### src/rtl/mem_bus_pkg.sv
// mem_bus_pkg: shared FSM states and default widths for the memory-bus sequencer
package mem_bus_pkg;
  localparam int MEM_ADDR_W = 15;
  localparam int MEM_DATA_W = 8;
  typedef enum logic [2:0] {IDLE, ADDR, WAIT, DATA, DONE} state_t;
endpackage

### src/rtl/mem_bus_seq.sv
// mem_bus_seq: sequences single CPU read/write requests onto the pin bus with a fixed phase order
module mem_bus_seq
  import mem_bus_pkg::*;
#(
  parameter int ADDR_W      = MEM_ADDR_W,
  parameter int DATA_W      = MEM_DATA_W,
  parameter int WAIT_CYCLES = 2
) (
  input  logic              clk,
  input  logic              rst_n,
  input  logic              req_valid,
  output logic              req_ready,
  input  logic              req_write,
  input  logic [ADDR_W-1:0] req_addr,
  input  logic [DATA_W-1:0] req_wdata,
  output logic              rsp_valid,
  output logic [DATA_W-1:0] rsp_rdata,
  output logic [ADDR_W-1:0] bus_out,
  output logic              bus_we,
  input  logic [DATA_W-1:0] bus_in
);
  localparam int CW = $clog2(WAIT_CYCLES + 1);
  if (WAIT_CYCLES < 1 || WAIT_CYCLES > 15 || DATA_W > ADDR_W) begin : g_bad_param
    $error("mem_bus_seq: WAIT_CYCLES must be 1..15 and DATA_W <= ADDR_W");
  end
  state_t            r_state, w_state_nxt;
  logic              r_write;
  logic [DATA_W-1:0] r_wdata;
  logic [CW-1:0]     r_cnt, w_cnt_nxt;
  logic [ADDR_W-1:0] r_bus_out, w_bus_out_nxt;
  logic              r_bus_we, w_bus_we_nxt;
  logic              r_rsp, w_rsp_nxt;
  logic [DATA_W-1:0] r_rdata, w_rdata_nxt;
  logic              w_accept;
  // Outputs are registered, so the comb block computes the values for the next state's cycle.
  always_comb begin
    w_state_nxt   = r_state;
    w_cnt_nxt     = r_cnt;
    w_bus_out_nxt = r_bus_out;
    w_bus_we_nxt  = 1'b0;
    w_rsp_nxt     = 1'b0;
    w_rdata_nxt   = r_rdata;
    w_accept      = 1'b0;
    case (r_state)
      IDLE: if (req_valid) begin
        w_accept      = 1'b1;
        w_state_nxt   = ADDR;
        w_bus_out_nxt = req_addr;
        w_bus_we_nxt  = req_write;
      end
      ADDR: if (r_write) begin
        w_state_nxt   = DATA;
        w_bus_out_nxt = ADDR_W'(r_wdata);
        w_bus_we_nxt  = 1'b1;
      end else begin
        w_state_nxt = WAIT;
        w_cnt_nxt   = CW'(WAIT_CYCLES);
      end
      WAIT: begin
        w_cnt_nxt = r_cnt - CW'(1);
        if (r_cnt == CW'(1)) begin
          w_state_nxt = DONE;
          w_rdata_nxt = bus_in;
          w_rsp_nxt   = 1'b1;
        end
      end
      DATA: begin
        w_state_nxt = DONE;
        w_rsp_nxt   = 1'b1;
      end
      default: w_state_nxt = IDLE;
    endcase
  end
  always_ff @(posedge clk) begin
    if (!rst_n) begin
      r_state   <= IDLE;
      r_write   <= 1'b0;
      r_wdata   <= '0;
      r_cnt     <= '0;
      r_bus_out <= '0;
      r_bus_we  <= 1'b0;
      r_rsp     <= 1'b0;
      r_rdata   <= '0;
    end else begin
      r_state   <= w_state_nxt;
      r_cnt     <= w_cnt_nxt;
      r_bus_out <= w_bus_out_nxt;
      r_bus_we  <= w_bus_we_nxt;
      r_rsp     <= w_rsp_nxt;
      r_rdata   <= w_rdata_nxt;
      if (w_accept) begin
        r_write <= req_write;
        r_wdata <= req_wdata;
      end
    end
  end
  assign req_ready = (r_state == IDLE);
  assign rsp_valid = r_rsp;
  assign rsp_rdata = r_rdata;
  assign bus_out   = r_bus_out;
  assign bus_we    = r_bus_we;
endmodule

### config.mk
export PLATFORM = sky130hd
export DESIGN_NAME = mem_bus_seq
export DESIGN_NICKNAME = d
export VERILOG_FILES = /design/src/rtl/mem_bus_pkg.sv /design/src/rtl/mem_bus_seq.sv
export SDC_FILE = /design/constraint.sdc
export NUM_CORES = 1
export LEC_CHECK = 0
export ABC_CLOCK_PERIOD_IN_PS = 1900
export CAP_MARGIN = 20
export CORE_ASPECT_RATIO = 0.8
export CORE_MARGIN = 3
export CORE_UTILIZATION = 43
export DETAILED_ROUTE_END_ITERATION = 16
export PLACE_DENSITY = 0.84
export SETUP_SLACK_MARGIN = 0.4
export SLEW_MARGIN = 10
export SYNTH_ARGS = -nofsm -noshare
export SYNTH_HDL_FRONTEND = slang
export SYNTH_SLANG_ARGS = --single-unit
### constraint.sdc
create_clock -name clk -period 1.9 [get_ports clk]
set_input_delay 0.57 -clock clk [delete_from_list [all_inputs] [get_ports clk]]
set_output_delay 0.57 -clock clk [all_outputs]
set_load 0.05 [all_outputs]
==> impl_metrics.yaml <==
yosys:
  syn_area_um2: 1620
  ys_seq_elements: 39
  synth_ff_type: "dfxtp_1"
  synthCells: 173
  yosys.area.top_type: "dfxtp_1"
  synth_edf_count: 0
  yosys_warnings: 0
  synth_top_area_share_pct: 48.3
  yosys.cell_types.count: 29
  synth_common_cells: "dfxtp_1, nand2_1, nand3_1"
  synth_area_leaders: "dfxtp_1, nand3_1, o221a_2, nand2_1, mux2i_1"
  ys_seq_area_share_pct: 48.3
  ys_async_sr_fraction_pct: 0
  yosysMostFrequentCell: "dfxtp_1"
  syn-mean-instance-area_um2: 9.34
  syn-num-nets: 209
clock_network:
  clockBufferDepth: 2
  cts-root-buf: "clkbuf_8"
  clk_latency_ns: 0.29
  cts_hold_buffers: 0
  numCtsBuffers: 5
  htreeDepth: 2
  clock_sinks: 39
  clk_pin_slew_ns: 0.08
  tritoncts: "yes"
sta:
  drv_slew: 0
  max-slew-margin-rel_pct: 74.9
  setup_ws_ns: 0.278
  tightest_slew_ns: 0.376
  finalHoldViolations: 0
  rsz0062_at_grt: "yes"
  clock_skew_ns: 0.00357
  fin_crit_ns: 1.62
  timing.hold.ws_ns: 0.462
  setup_violations: 0
  max_freq_mhz: 616
  min_period_over_period_pct: 85.4
  tns_ns: 0
floorplan:
  coreArea_um2: 3520
  row_count: 19
  start_util_pct: 45.9
  die_w_um: 74.5
  die-area_um2: 4530
  die_h_um: 60.8
  num_io_pins: 61
placement:
  place_inst: 266
  dp_slack_ns: -0.0915
  portBuffers: 60
  gp_congestion: 0.784
  hpwl_mm: 2.81
run_status:
  outcome: "complete, no violations"
cells_and_area:
  stdcell_count: 278
  num-nets-final: 271
  drive_above_1_share_pct: 27.1
  n_antenna_cell: 0
  syn2layout_area_growth_pct: 45.2
  regArea_um2: 790
  num-fill-cells: 291
  multi_input_area_um2: 727
drt:
  routed_wl_mm: 4.02
  ant_nets: 0
  route.detailed.drc: 0
  dr.pass1.iters: 4
  num_vias: 1480
  wl_met2_mm: 2.07
  wl_per_cell_um: 14.5
  viasPerCell: 5.32
  wl_met1_mm: 1.74
  drt_iter0_drc: 56
  dr_wl_met3_um: 157
  routed.top_layer: "met4"
job:
  drv_cap: 0
critical_path:
  rr_worst_depth: 5
  cp.arrival_ns: 1.05
  critPathRequiredTime_ns: 1.33
  start_kind: "register"
  path_max_fanout: 4
  crit_path_end_kind: "primary output"
  critical_path_class: "register to primary output"
global_routing:
  overflow: 0
  track_usage_pct: 17.7
  grt_max_degree: 44
  antenna_found_initial: 0
  first_global_vias: 1383
  grt_pass1_wl_mm: 6.05
power:
  p_leak_nw: 0.945
  power.total_mw: 2.05
  powerDensity_nw_per_um2: 873
  peakVddDrop_v: 0.000557
hold_path:
  hp-class: "register to register"
  min_delay_path_depth: 2
==> cell usage in the layout (no fill, tap or decap), types with 2 or more instances in the layout <==
master and count:
a21oi_1 12, buf_12 2, buf_4 36, clkbuf_8 7
clkdlybuf4s50_1 33, dfxtp_1 36, dfxtp_4 2, inv_1 6
mux2i_1 7, nand2_1 25, nand3_1 23, nor2b_1 2
nor3b_1 2, o21ai_0 8, o221a_2 9, o22a_1 4
o32a_1 4
==> through the flow <==
| stage | util [%] | area (µm²) |
|---|---|---|
| after floorplan | - | 1650 |
| after global placement | 62.6 | 2200 |
| after detailed placement | 62.6 | 2200 |
| after CTS | 65.6 | 2310 |
| after global routing | 66.6 | 2340 |
| final | 66.6 | 2340 |
==> where the power goes <==
| part | total [mW] | internal, mW | switching, mW |
|---|---|---|---|
| clock network | 0.626 | 0.330 | 0.296 |
| logic | 0.509 | 0.228 | 0.281 |
| registers | 0.913 | 0.874 | 0.0382 |
==> what timing repair did <==
action / CTS / global route
setup endpoints to repair: 27 / 1
setup buffers: 0 / 4
gates resized for setup: 3 / 3
pin swaps: 0 / 1
==> worst max-delay path, stage by stage, from the launching register on <==
cell,delay [ns]
dfxtp_4,0.36
nor3_4,0.23
buf_12,0.17
==> area by class of cell <==
cell class,instances,share of cell area (%)
Sequential cell,39,33.7
Multi-Input combinational cell,111,31.0
Timing Repair Buffer,72,27.7
Clock buffer,7,4.11
Tap cell,42,2.24
Inverter,6,0.961
Clock inverter,1,0.320
==> cells by family (layout without fill, tap and decap cells) <==
group | after synthesis | in the layout | synth area share (%)
muxes | 7 | 7 | 4.34
DFF | 39 | 39 | 48.3
AOI/OAI and AO/OA | 42 | 42 | 20.0
and+or+nand+nor | 61 | 61 | 19.2
adders and majority gates | 1 | 1 | 0.774
buffers and inverters | 23 | 86 | 7.36
==> sequential cells by signal, summed over array words and instances, names as in the netlist <==
register / cells
rsp_rdata: 8
rsp_valid: 1
r_write: 1
r_state: 3
r_cnt: 2
bus_we: 1
bus_out: 15
r_wdata: 8
==> metal layers <==
metal | up-vias | track usage (%)
li1 | 741 | -
met1 | 705 | 20.8
met2 | 27 | 30.3
met3 | 7 | 4.64
met4 | 0 | 8.63
met5 | - | 0
==> worst paths after layout <==
check	startpoint	to	slack, ns
worst max register to register	r_state[1]$_SDFFE_PN0P_	r_cnt[1]$_SDFFE_PN0P_	0.49
worst min register to register	bus_out[14]$_SDFFE_PN0P_	bus_out[14]$_SDFFE_PN0P_	0.46
worst min-delay path	bus_out[14]$_SDFFE_PN0P_	bus_out[14]$_SDFFE_PN0P_	0.46
worst max-delay path	r_state[1]$_SDFFE_PN0P_	req_ready	0.28
Note: power is estimated with default switching activity, not from simulation.
